## src/rtl/mips32_mem_pkg.sv

```systemverilog
// Shared definitions for the MIPS32 unified-memory arbiter.
//   tag_e      : owner tag carried alongside each memory command.
//   PRIO_*     : bit positions in the request vector. A higher index means
//                a higher fixed priority (DBG > DM > IF).
//   pick_owner : fixed-priority pick with the IF starvation override.
package mips32_mem_pkg;

  typedef enum logic [1:0] {
    TAG_NONE = 2'd0,
    TAG_IF   = 2'd1,
    TAG_DM   = 2'd2,
    TAG_DBG  = 2'd3
  } tag_e;

  localparam int PRIO_IF  = 0;
  localparam int PRIO_DM  = 1;
  localparam int PRIO_DBG = 2;

  // A starving IF beats everything. Otherwise the highest set PRIO_* bit wins.
  function automatic tag_e pick_owner(input logic [2:0] req_vec, input logic force_if);
    tag_e t;
    t = TAG_NONE;
    if (force_if && req_vec[PRIO_IF]) t = TAG_IF;
    else if (req_vec[PRIO_DBG])       t = TAG_DBG;
    else if (req_vec[PRIO_DM])        t = TAG_DM;
    else if (req_vec[PRIO_IF])        t = TAG_IF;
    return t;
  endfunction

endpackage

```

## src/rtl/mips32_mem_arbiter_if.sv

```systemverilog
// Requester and memory bus bundle for mips32_mem_arbiter.
//   slave  : the arbiter's view. Requests and mem_rdata come in; grants,
//            read returns, the memory command and stall_cnt go out.
//   master : the environment's view (pipeline stages plus memory macro).
interface mips32_mem_arbiter_if #(
  parameter int AW = 10,
  parameter int DW = 32
);
  logic          if_req;
  logic [AW-1:0] if_addr;
  logic          if_gnt;
  logic          if_rvalid;
  logic [DW-1:0] if_rdata;

  logic          dm_req;
  logic          dm_we;
  logic [AW-1:0] dm_addr;
  logic [DW-1:0] dm_wdata;
  logic          dm_gnt;
  logic          dm_rvalid;
  logic [DW-1:0] dm_rdata;

  logic          dbg_req;
  logic          dbg_we;
  logic [AW-1:0] dbg_addr;
  logic [DW-1:0] dbg_wdata;
  logic          dbg_gnt;
  logic          dbg_rvalid;
  logic [DW-1:0] dbg_rdata;

  logic          mem_en;
  logic          mem_we;
  logic [AW-1:0] mem_addr;
  logic [DW-1:0] mem_wdata;
  logic [DW-1:0] mem_rdata;

  logic [15:0]   stall_cnt;

  modport slave (
    input  if_req, if_addr,
    input  dm_req, dm_we, dm_addr, dm_wdata,
    input  dbg_req, dbg_we, dbg_addr, dbg_wdata,
    input  mem_rdata,
    output if_gnt, if_rvalid, if_rdata,
    output dm_gnt, dm_rvalid, dm_rdata,
    output dbg_gnt, dbg_rvalid, dbg_rdata,
    output mem_en, mem_we, mem_addr, mem_wdata,
    output stall_cnt
  );

  modport master (
    output if_req, if_addr,
    output dm_req, dm_we, dm_addr, dm_wdata,
    output dbg_req, dbg_we, dbg_addr, dbg_wdata,
    output mem_rdata,
    input  if_gnt, if_rvalid, if_rdata,
    input  dm_gnt, dm_rvalid, dm_rdata,
    input  dbg_gnt, dbg_rvalid, dbg_rdata,
    input  mem_en, mem_we, mem_addr, mem_wdata,
    input  stall_cnt
  );
endinterface

```

## src/rtl/mips32_tag_pipe.sv

```systemverilog
// Owner-tag delay line with DEPTH stages (DEPTH = memory read latency).
//   clk1    : clock, rising edge
//   rst_n   : async active-low clear. All stages go to TAG_NONE, so any
//             in-flight read is dropped.
//   tag_in  : tag pushed this cycle (TAG_NONE for writes and idle cycles)
//   tag_out : tag pushed DEPTH cycles ago
module mips32_tag_pipe
  import mips32_mem_pkg::*;
#(
  parameter int DEPTH = 1
) (
  input  logic clk1,
  input  logic rst_n,
  input  tag_e tag_in,
  output tag_e tag_out
);

  tag_e pipe_q [DEPTH];
  tag_e pipe_d [DEPTH];

  always_comb begin
    pipe_d[0] = tag_in;
    for (int i = 1; i < DEPTH; i++) pipe_d[i] = pipe_q[i-1];
  end

  always_ff @(posedge clk1 or negedge rst_n) begin
    if (!rst_n) begin
      for (int i = 0; i < DEPTH; i++) pipe_q[i] <= TAG_NONE;
    end else begin
      for (int i = 0; i < DEPTH; i++) pipe_q[i] <= pipe_d[i];
    end
  end

  assign tag_out = pipe_q[DEPTH-1];

endmodule

```

## src/rtl/mips32_mem_arbiter.sv

```systemverilog
// Single-port memory arbiter shared by IF, DM and DBG.
//   clk1  : clock, rising edge
//   rst_n : async active-low reset
//   bus   : mips32_mem_arbiter_if.slave, which carries:
//           - the three requesters' req/addr/we/wdata inputs and their
//             gnt/rvalid/rdata outputs;
//           - the memory command (mem_en/we/addr/wdata) and mem_rdata;
//           - stall_cnt, a saturating count of cycles in which at least one
//             request was denied.
// Grants are combinational from the requests. The priority is DBG > DM > IF,
// except that an IF starved for STARVE_MAX consecutive cycles wins outright.
// Each read's owner tag travels through a MEM_LAT-deep pipe so the data that
// comes back is flagged to the right requester. MEM_LAT must be 1..4.
module mips32_mem_arbiter
  import mips32_mem_pkg::*;
#(
  parameter int AW         = 10,
  parameter int DW         = 32,
  parameter int MEM_LAT    = 1,
  parameter int STARVE_MAX = 4
) (
  input  logic                 clk1,
  input  logic                 rst_n,
  mips32_mem_arbiter_if.slave  bus
);

  localparam int SW = $clog2(STARVE_MAX + 1);

  logic [SW-1:0] starve_cnt_q, starve_cnt_d;
  logic [15:0]   stall_cnt_q, stall_cnt_d;
  logic [2:0]    req_vec;
  logic          starved, denied;
  logic          if_gnt, dm_gnt, dbg_gnt;
  tag_e          gnt_tag, push_tag, tail_tag;

  always_comb begin
    req_vec           = '0;
    req_vec[PRIO_IF]  = bus.if_req;
    req_vec[PRIO_DM]  = bus.dm_req;
    req_vec[PRIO_DBG] = bus.dbg_req;
  end

  assign starved = (starve_cnt_q == SW'(STARVE_MAX));
  // Grants are gated by rst_n so that none can appear while reset is held,
  // even though the requests themselves may still be high.
  assign gnt_tag = rst_n ? pick_owner(req_vec, starved) : TAG_NONE;

  assign if_gnt  = (gnt_tag == TAG_IF);
  assign dm_gnt  = (gnt_tag == TAG_DM);
  assign dbg_gnt = (gnt_tag == TAG_DBG);

  assign bus.if_gnt  = if_gnt;
  assign bus.dm_gnt  = dm_gnt;
  assign bus.dbg_gnt = dbg_gnt;

  // Memory command mux. Only accepted reads push a tag into the pipe.
  always_comb begin
    bus.mem_en    = if_gnt | dm_gnt | dbg_gnt;
    bus.mem_we    = 1'b0;
    bus.mem_addr  = {AW{1'b0}};
    bus.mem_wdata = {DW{1'b0}};
    push_tag      = TAG_NONE;
    unique case (gnt_tag)
      TAG_IF: begin
        bus.mem_addr = bus.if_addr;
        push_tag     = TAG_IF;
      end
      TAG_DM: begin
        bus.mem_we    = bus.dm_we;
        bus.mem_addr  = bus.dm_addr;
        bus.mem_wdata = bus.dm_wdata;
        push_tag      = bus.dm_we ? TAG_NONE : TAG_DM;
      end
      TAG_DBG: begin
        bus.mem_we    = bus.dbg_we;
        bus.mem_addr  = bus.dbg_addr;
        bus.mem_wdata = bus.dbg_wdata;
        push_tag      = bus.dbg_we ? TAG_NONE : TAG_DBG;
      end
      default: ;
    endcase
  end

  assign denied = (bus.if_req  & ~if_gnt) |
                  (bus.dm_req  & ~dm_gnt) |
                  (bus.dbg_req & ~dbg_gnt);

  always_comb begin
    starve_cnt_d = '0;
    if (bus.if_req && !if_gnt)
      starve_cnt_d = starved ? starve_cnt_q : starve_cnt_q + SW'(1);
    stall_cnt_d = (denied && stall_cnt_q != 16'hFFFF) ? stall_cnt_q + 16'd1 : stall_cnt_q;
  end

  always_ff @(posedge clk1 or negedge rst_n) begin
    if (!rst_n) begin
      starve_cnt_q <= '0;
      stall_cnt_q  <= '0;
    end else begin
      starve_cnt_q <= starve_cnt_d;
      stall_cnt_q  <= stall_cnt_d;
    end
  end

  mips32_tag_pipe #(.DEPTH(MEM_LAT)) u_tag_pipe (
    .clk1    (clk1),
    .rst_n   (rst_n),
    .tag_in  (push_tag),
    .tag_out (tail_tag)
  );

  assign bus.if_rvalid  = (tail_tag == TAG_IF);
  assign bus.dm_rvalid  = (tail_tag == TAG_DM);
  assign bus.dbg_rvalid = (tail_tag == TAG_DBG);
  assign bus.if_rdata   = bus.mem_rdata;
  assign bus.dm_rdata   = bus.mem_rdata;
  assign bus.dbg_rdata  = bus.mem_rdata;
  assign bus.stall_cnt  = stall_cnt_q;

endmodule

```

## src/flat_wrapper.sv

```systemverilog
// flat-port wrapper written by rule: the top's interface ports become plain ports
module mips32_mem_arbiter_flat import mips32_mem_pkg::*;
#(
  parameter int AW         = 10,
  parameter int DW         = 32,
  parameter int MEM_LAT    = 1,
  parameter int STARVE_MAX = 4
)
  (clk1, rst_n, bus_if_req, bus_if_addr, bus_dm_req, bus_dm_we, bus_dm_addr, bus_dm_wdata, bus_dbg_req, bus_dbg_we, bus_dbg_addr, bus_dbg_wdata, bus_mem_rdata, bus_if_gnt, bus_if_rvalid, bus_if_rdata, bus_dm_gnt, bus_dm_rvalid, bus_dm_rdata, bus_dbg_gnt, bus_dbg_rvalid, bus_dbg_rdata, bus_mem_en, bus_mem_we, bus_mem_addr, bus_mem_wdata, bus_stall_cnt);
  mips32_mem_arbiter_if #(.AW(AW), .DW(DW)) bus_i ();
  input  logic clk1;
  input  logic rst_n;
  input wire logic [$bits(bus_i.if_req)-1:0] bus_if_req;
  input wire logic [$bits(bus_i.if_addr)-1:0] bus_if_addr;
  input wire logic [$bits(bus_i.dm_req)-1:0] bus_dm_req;
  input wire logic [$bits(bus_i.dm_we)-1:0] bus_dm_we;
  input wire logic [$bits(bus_i.dm_addr)-1:0] bus_dm_addr;
  input wire logic [$bits(bus_i.dm_wdata)-1:0] bus_dm_wdata;
  input wire logic [$bits(bus_i.dbg_req)-1:0] bus_dbg_req;
  input wire logic [$bits(bus_i.dbg_we)-1:0] bus_dbg_we;
  input wire logic [$bits(bus_i.dbg_addr)-1:0] bus_dbg_addr;
  input wire logic [$bits(bus_i.dbg_wdata)-1:0] bus_dbg_wdata;
  input wire logic [$bits(bus_i.mem_rdata)-1:0] bus_mem_rdata;
  output wire logic [$bits(bus_i.if_gnt)-1:0] bus_if_gnt;
  output wire logic [$bits(bus_i.if_rvalid)-1:0] bus_if_rvalid;
  output wire logic [$bits(bus_i.if_rdata)-1:0] bus_if_rdata;
  output wire logic [$bits(bus_i.dm_gnt)-1:0] bus_dm_gnt;
  output wire logic [$bits(bus_i.dm_rvalid)-1:0] bus_dm_rvalid;
  output wire logic [$bits(bus_i.dm_rdata)-1:0] bus_dm_rdata;
  output wire logic [$bits(bus_i.dbg_gnt)-1:0] bus_dbg_gnt;
  output wire logic [$bits(bus_i.dbg_rvalid)-1:0] bus_dbg_rvalid;
  output wire logic [$bits(bus_i.dbg_rdata)-1:0] bus_dbg_rdata;
  output wire logic [$bits(bus_i.mem_en)-1:0] bus_mem_en;
  output wire logic [$bits(bus_i.mem_we)-1:0] bus_mem_we;
  output wire logic [$bits(bus_i.mem_addr)-1:0] bus_mem_addr;
  output wire logic [$bits(bus_i.mem_wdata)-1:0] bus_mem_wdata;
  output wire logic [$bits(bus_i.stall_cnt)-1:0] bus_stall_cnt;
  assign bus_i.if_req = bus_if_req;
  assign bus_i.if_addr = bus_if_addr;
  assign bus_i.dm_req = bus_dm_req;
  assign bus_i.dm_we = bus_dm_we;
  assign bus_i.dm_addr = bus_dm_addr;
  assign bus_i.dm_wdata = bus_dm_wdata;
  assign bus_i.dbg_req = bus_dbg_req;
  assign bus_i.dbg_we = bus_dbg_we;
  assign bus_i.dbg_addr = bus_dbg_addr;
  assign bus_i.dbg_wdata = bus_dbg_wdata;
  assign bus_i.mem_rdata = bus_mem_rdata;
  assign bus_if_gnt = bus_i.if_gnt;
  assign bus_if_rvalid = bus_i.if_rvalid;
  assign bus_if_rdata = bus_i.if_rdata;
  assign bus_dm_gnt = bus_i.dm_gnt;
  assign bus_dm_rvalid = bus_i.dm_rvalid;
  assign bus_dm_rdata = bus_i.dm_rdata;
  assign bus_dbg_gnt = bus_i.dbg_gnt;
  assign bus_dbg_rvalid = bus_i.dbg_rvalid;
  assign bus_dbg_rdata = bus_i.dbg_rdata;
  assign bus_mem_en = bus_i.mem_en;
  assign bus_mem_we = bus_i.mem_we;
  assign bus_mem_addr = bus_i.mem_addr;
  assign bus_mem_wdata = bus_i.mem_wdata;
  assign bus_stall_cnt = bus_i.stall_cnt;
  mips32_mem_arbiter #(.AW(AW), .DW(DW), .MEM_LAT(MEM_LAT), .STARVE_MAX(STARVE_MAX)) u_core (.clk1(clk1), .rst_n(rst_n), .bus(bus_i));
endmodule
```

## config.mk

```make
export PLATFORM = sky130hd
export DESIGN_NAME = mips32_mem_arbiter_flat
export DESIGN_NICKNAME = d
export VERILOG_FILES = /design/src/rtl/mips32_mem_pkg.sv /design/src/rtl/mips32_mem_arbiter_if.sv /design/src/rtl/mips32_tag_pipe.sv /design/src/rtl/mips32_mem_arbiter.sv /design/src/flat_wrapper.sv
export SDC_FILE = /design/constraint.sdc
export NUM_CORES = 1
export LEC_CHECK = 0
export CAP_MARGIN = 25
export CORE_AREA = 5 5 111 113
export CTS_CLUSTER_SIZE = 14
export DETAILED_ROUTE_END_ITERATION = 7
export DIE_AREA = 0 0 116 118
export PLACE_DENSITY = 0.72
export SETUP_SLACK_MARGIN = 0.3
export SLEW_MARGIN = 20
export SYNTH_ARGS = -nofsm -noshare
export SYNTH_HDL_FRONTEND = slang
export SYNTH_HIERARCHICAL = 1
export SYNTH_SLANG_ARGS = --single-unit
```

## constraint.sdc

```tcl
create_clock -name clk1 -period 2.2 [get_ports clk1]
set_input_delay 0.44 -clock clk1 [delete_from_list [all_inputs] [get_ports clk1]]
set_output_delay 0.44 -clock clk1 [all_outputs]
set_load 0.01 [all_outputs]
```

==> results.md <==
* Status: complete, no violations
* Register bit total from synthesis at 21
* Post-route ant nets at 0
* Fin cells at 630
* Clk_skew at 3.60 ps
* Dpl hpwl at 9920 um
* Synthesis Warnings at 6
* Crit Path Class: reg -> out
* Count leader, synth: buf_4
* Vias in the first global route at 3,154
* Crit end category: output port
* Seq/Total Area, Yosys at 20.6%
* CP Launch Type: flip-flop
* Largest net degree at the start of global routing at 18
* Max FO, Critical Path at 6
* Max-slew headroom at 75.5%
* Worst-Skew Late Latency at 250 ps
* Final hold slack at 327 ps
* Met1 GRT Util at 23.1%
* Antenna violations before repair at 0
* FMAX at 464 MHz
* Tightest Hold Check Type: in -> async
* Top Usage Layer GRT: met2
* CTS Buffer Depth at 2
* Iteration-0 DRC Markers at 118
* Drt wl/cell at 21.1 um
* Clk sinks at 21
* Pwr/cell area at 467 nW/um2
* Site Rows at 39
* Synth Flop Type: dfrtp_1
* Required time at the worst-slack endpoint at 1760 ps
* Vias per inst at 4.64
* Global-route wire length before repair at 18,900 um
* Clock slew seen by the registers of the worst setup and hold paths at 60 ps
* Cells after DPL at 589
* Area grow syn2layout at 96.2%
* # hold bufs at CTS at 0
* DR pass1 iterations at 4
* Die Y at 118 um
* Final Cycle Share at 97.9%
* Total Routing Usage GR at 18.0%
* Fraction of registers with async set/reset at 100%
* Total leakage power at 2.11 nW
* Unrepaired setup endpoints after global routing: true
* Vias at 2,922
* Slew Limit Fails at 0
* Chip Width at 116 um
* Num CTS Buffers at 3
* Fin Setup TNS at 0 ps
* Top-area cell type share of the netlist area at 28.3%
* Met3 usage at 6.89%
* IO Count at 295
* Final setup viols at 0
* PnR Total Power at 2.33 mW
* Netlist cell types at 41
* Hold Fails Final Rpt at 0
* Min Tclk post-route at 2150 ps
* Total of max-cap violations at 0
* Routed WL at 13,300 um
* Routability cong. at 0.853
* Post-synth EDFFs at 0
* Cell Area, Synth at 2540 um2
* Slew at the pin closest to its max-slew limit at 364 ps
* CTS tree: built
* Full die area at 13,700 um2
* Syn nets at 497
* Core outline area at 11,200 um2
* Clock Tree Root: clkbuf_16
* PortBufs at 166
* Synth top area cells: buf_4 (28%), dfrtp_1 (21%), nand2_1 (13%), a21oi_1 (6.5%), xor2_1 (3.8%)
* Syn avg cell area at 7.05 um2
* Share of cells above drive strength 1 at 42.0%
* Synth area leader: buf_4
* DR DRC count at 0
* Worst ir drop on vdd at 0.447 mV
* H-Tree Depth at 1
* Crit path DAT at 1710 ps
* Nets at 623
* Cell count after synthesis at 361
* Total grt overflow at 0
* M2 GR Usage at 28.2%
* Initial core utilization at 22.7%
* Most frequent cells after synthesis: buf_4 (96), nand2_1 (88), a21oi_1 (33), dfrtp_1 (21), nor2_1 (14)
==> sequential cells by signal, indices dropped and copies added, names as in the netlist <==
signal                     flops
u_core/u_tag_pipe/tag_out      2
u_core/starve_cnt_q            3
u_core/bus.stall_cnt          16
==> logic make-up after synthesis <==
| family | Yosys count | share of synthesized area (%) |
|---|---|---|
| AND/OR/NAND/NOR | 146 | 25.6 |
| buffers and inverters | 118 | 31.7 |
| AO/OA/AOI/OAI | 50 | 11.8 |
| flip-flops | 21 | 20.6 |
| XOR/XNOR | 13 | 4.47 |
| multiplexers | 9 | 3.88 |
| adder cells (fa/ha/maj) | 4 | 1.92 |
==> routing by layer <==
layer / part of all wire, % / vias to the layer above / routed length [um]
met4: 2.6 / 0 / 347
met1: 41 / 1381 / 5460
met2: 46 / 155 / 6140
li1: - / 1343 / -
met3: 10 / 43 / 1370
met5: 0 / - / 0
==> cell usage in the layout (no fill, tap or decap), types with 5 or more instances in the layout <==
cell | synthesis | routed
buf_8 | 0 | 5
nor2_4 | 0 | 5
nor2_1 | 14 | 7
nand2_1 | 88 | 80
nand3_1 | 11 | 8
a21oi_4 | 0 | 21
nor3_1 | 11 | 10
buf_2 | 3 | 22
clkdlybuf4s50_1 | 0 | 115
buf_16 | 0 | 7
a311oi_2 | 0 | 6
nand2_4 | 0 | 5
buf_12 | 0 | 9
buf_4 | 96 | 30
buf_6 | 0 | 41
xor2_1 | 11 | 11
a21oi_2 | 1 | 12
dfrtp_1 | 21 | 20
==> metrics by stage <==
stage	util (%)	cell area, um2	setup slack, ps
2_1_floorplan	-	2600	293
3_3_place_gp	35.1	3940	-661
3_5_place_dp	35.1	3940	-710
4_1_cts	40.2	4510	18.6
5_1_grt	44.5	4990	-1.84
6_report	44.5	4990	46.8
==> repair_timing <==
| action | 4_1_cts | 5_1_grt |
|---|---|---|
| gates resized for setup | 301 | 97 |
| pin swaps | 17 | 21 |
| buffers inserted | 21 | 7 |
| gates cloned | 7 | 1 |
| setup endpoints to repair | 63 | 59 |
==> area by class of cell <==
type / instances / area (um2)
fillers: 1114 / 6230
repair buffers: 231 / 2430
multi-input cells: 222 / 1740
flip-flops and latches: 21 / 527
well taps: 143 / 179
clock buffers: 3 / 75.1
inverters: 8 / 35.0
clock inverters: 1 / 5.00
diodes: 1 / 2.50
==> worst paths after layout <==
check                                                       endpoint  cells after the start  slack [ps]                            startpoint
min in group clk1               u_core/bus.stall_cnt[11]$_DFFE_PN0P_                      1         500  u_core/bus.stall_cnt[11]$_DFFE_PN0P_
worst max-delay path                                 bus_mem_addr[9]                      7          50    u_core/starve_cnt_q[1]$_DFFE_PN0P_
worst min register to register  u_core/bus.stall_cnt[11]$_DFFE_PN0P_                      1         500  u_core/bus.stall_cnt[11]$_DFFE_PN0P_
max in group asynchronous        u_core/bus.stall_cnt[0]$_DFFE_PN0P_                      4        1580                                 rst_n
worst max register to register   u_core/bus.stall_cnt[1]$_DFFE_PN0P_                      6         400   u_core/bus.stall_cnt[0]$_DFFE_PN0P_
worst min-delay path              u_core/starve_cnt_q[0]$_DFFE_PN0P_                      3         330                                 rst_n
==> power by group <==
part / leakage [nW] / total [mW] / internal, mW / switching, mW
Combinational: 1.81 / 1.36 / 0.771 / 0.585
Sequential: 0.266 / 0.588 / 0.478 / 0.110
Clock: 0.0409 / 0.387 / 0.244 / 0.143
Total: 2.11 / 2.33 / 1.49 / 0.838
==> worst max-delay path: stages (launching register included) <==
cell and delay [ps]:
dfrtp_1 390, inv_2 70, ha_4 140, nand3_4 80
and3_4 190, clkbuf_16 160, a311oi_2 240, buf_2 180
(Power assumes the default switching activity.)
==> variant (same flow settings) <==
`STARVE_MAX` is set to 4 in 2 places; all go to 16.
--- a/src/rtl/mips32_mem_arbiter.sv
+++ b/src/rtl/mips32_mem_arbiter.sv
@@ -19,3 +19,3 @@
   parameter int MEM_LAT    = 1,
-  parameter int STARVE_MAX = 4
+  parameter int STARVE_MAX = 16
 ) (
--- a/src/flat_wrapper.sv
+++ b/src/flat_wrapper.sv
@@ -6,3 +6,3 @@
   parameter int MEM_LAT    = 1,
-  parameter int STARVE_MAX = 4
+  parameter int STARVE_MAX = 16
 )
Function: changed (a bounded check fails within 10 cycles, from zero or initial values and one cycle with rst_n low).
==> variant against the original RTL <==
The flow now finishes with violations (negative setup slack); sequential cell count increased by 2; area after synthesis rose by 3.4%; maximum frequency is 12% lower; setup slack got worse by 0.30 ns; cell area is 11% lower; first-iteration DRC count decreased by 27%; clock skew about the same; global-route usage is 2.1 points lower; total power increased by 2.6%; routed wire length is 13% lower.
==> variant: results (changes against the original RTL) <==
INFO  timing         worst_setup_skew_after_layout=0.00367ns [+0.0000740 ns]
INFO  timing         worstMarginPinSlew=0.417ns [+0.0529 ns]
INFO  drt            drt-initial-drc-count=86 [-27%]
INFO  placed_design  post-place-ws=-0.736ns [-0.0259 ns]
INFO  synth          postSynth.topFlopCell=sky130_fd_sc_hd__dfrtp_1
INFO  drt            wl=11600um [-13%]
INFO  setup_path     critical-path-max-stage-delay=0.37ns [-0.02 ns]
INFO  global_route   groute.layer.met1.usage=0.173 [-0.0578]
INFO  synth          synth_area_leaders=sky130_fd_sc_hd__buf_4 28%, sky130_fd_sc_hd__dfrtp_1 22%, sky130_fd_sc_hd__nand2_1 12%, sky130_fd_sc_hd__a21oi_1 6.3%, sky130_fd_sc_hd__xor2_1 5.7%
INFO  global_route   grt_pass1_wl=17200um [-8.9%]
INFO  setup_path     critical_path_arrival=2.02ns [+0.31 ns]
INFO  timing         finalWorstSetupSlack=-0.256ns [-0.303 ns]
INFO  drt            firstDrtPassIters=5 [+1]
INFO  synth          syn_avg_cell_area=7.29um2 [+3.4%]
INFO  status         run_status=finished, violations left
INFO  setup_path     reg2reg_slack=0.31ns [-0.09 ns]
INFO  synth          synth.top_cells.by_count=98 x sky130_fd_sc_hd__buf_4, 87 x sky130_fd_sc_hd__nand2_1, 33 x sky130_fd_sc_hd__a21oi_1
INFO  clock_tree     clockBufferDepth=2 [unchanged]
INFO  power_and_ir_drop worst_ir_drop_on_vdd=0.468mV [+4.7%]
INFO  power_and_ir_drop switching_share=0.365 [+0.00558]
INFO  drt            wl_met2=6220um [+1.4%]
INFO  placed_design  place.detailed.instances=593 [+0.68%]
INFO  global_route   grt_pass1_vias=2982 [-5.5%]
INFO  global_route   pin_count_of_the_biggest_net_entering_global_routing=19 [+1]
INFO  synth          yosysUniqueCellTypes=37 [-9.8%]
INFO  final_layout   design.final.nets=607 [-2.6%]
INFO  power_and_ir_drop power.static_leakage=1.91nW [-9.7%]
INFO  drt            detail_route.wl_per_cell=19.0um [-10%]
INFO  global_route   grtUsageMet3=0.0638 [-0.00514]
INFO  final_layout   number_of_diodes=0 [-1]
INFO  drt            met3_wirelength=1230um [-11%]
INFO  drt            detail_route.vias_per_cell=4.52 [-2.6%]
INFO  global_route   grt_util_all_layers=0.160 [-0.0208]
INFO  timing         setup-violations-final=46 [+46]
INFO  drt            met1Wirelength=4040um [-26%]
INFO  final_layout   post_route_cells_drive_above_1_share=0.364 [-0.0559]
INFO  status         failed_checks=negative setup slack
INFO  synth          synth_sequential_area_ratio=0.219 [+0.0121]
INFO  global_route   globalRouteMet2Util=0.291 [+0.00935]
INFO  placed_design  gp_routability_congestion=0.780 [-8.6%]
INFO  placed_design  dp_hpwl=9560um [-3.7%]
==> variant: changes by cell type in the layout (fill, tap and decap cells not counted), moves of 4 or more <==
cell	change
sky130_fd_sc_hd__buf_12	-4
sky130_fd_sc_hd__o21ai_0	-4
sky130_fd_sc_hd__buf_2	+14
sky130_fd_sc_hd__buf_16	-4
sky130_fd_sc_hd__buf_6	-21
sky130_fd_sc_hd__a21oi_4	-14
sky130_fd_sc_hd__nand2_4	-5
sky130_fd_sc_hd__xor2_1	+6
sky130_fd_sc_hd__buf_8	-5
sky130_fd_sc_hd__a21oi_2	+14
sky130_fd_sc_hd__nand2_1	+7
==> variant: cells by family (layout without fill, tap and decap cells) <==
family          after synthesis  in the layout  synth area share
mux                           8              8            0.0309
buf+inv                     120            229             0.317
fa+ha+maj                     4              4            0.0185
flops                        23             23             0.219
compound gates               51             51             0.121
simple gates                137            137             0.234
xor+xnor                     18             18            0.0599
==> variant: metrics by stage <==
step | cell area (um2) | util | hold slack (ns) | setup TNS, ns
2_1_floorplan | 2830 | - | 0.144 | 0
3_3_place_gp | 4190 | 0.373 | 0.472 | -29.73
3_5_place_dp | 4190 | 0.373 | 0.492 | -30.57
4_1_cts | 4360 | 0.389 | 0.298 | -8.52
5_1_grt | 4450 | 0.397 | 0.303 | -10.72
6_report | 4450 | 0.397 | 0.301 | -7.99
==> variant: power by group through the flow <==
stage	sequential, mW	combinational [mW]	clock, mW
global placement	0.716	1.18	0
floorplan	0.754	0.615	0
CTS	0.723	1.24	0.404
finish	0.722	1.27	0.396
global route	0.740	1.37	0.419
detailed placement	0.731	1.21	0
==> variant: final timing paths <==
check,to,cells past startpoint,startpoint
max,bus_mem_wdata[15],9,u_core/starve_cnt_q[0]$_DFFE_PN0P_
min,u_core/starve_cnt_q[4]$_DFFE_PN0P_,2,rst_n
max reg2reg,u_core/u_tag_pipe/tag_out[0]$_DFF_PN0_,9,u_core/starve_cnt_q[0]$_DFFE_PN0P_
min reg2reg,u_core/bus.stall_cnt[15]$_DFFE_PN0P_,1,u_core/bus.stall_cnt[15]$_DFFE_PN0P_
max in group asynchronous,u_core/bus.stall_cnt[10]$_DFFE_PN0P_,2,rst_n
min in group clk1,u_core/bus.stall_cnt[15]$_DFFE_PN0P_,1,u_core/bus.stall_cnt[15]$_DFFE_PN0P_
==> variant: final cells by class <==
cell class | count | area [um2] | area share
clock buffers | 3 | 75.1 | 0.0169
clock inverters | 1 | 5.00 | 0.00112
inverters | 7 | 26.3 | 0.00590
multi-input cells | 218 | 1540 | 0.346
flip-flops and latches | 23 | 576 | 0.129
well taps | 143 | 179 | 0.0402
repair buffers | 218 | 2050 | 0.461
==> variant: repair_timing <==
item                       4_1_cts  5_1_grt
setup endpoints to repair       60       51
pin swaps                        6        1
gates resized for setup        224       13
setup buffers                   10        2
gates cloned                     3        1
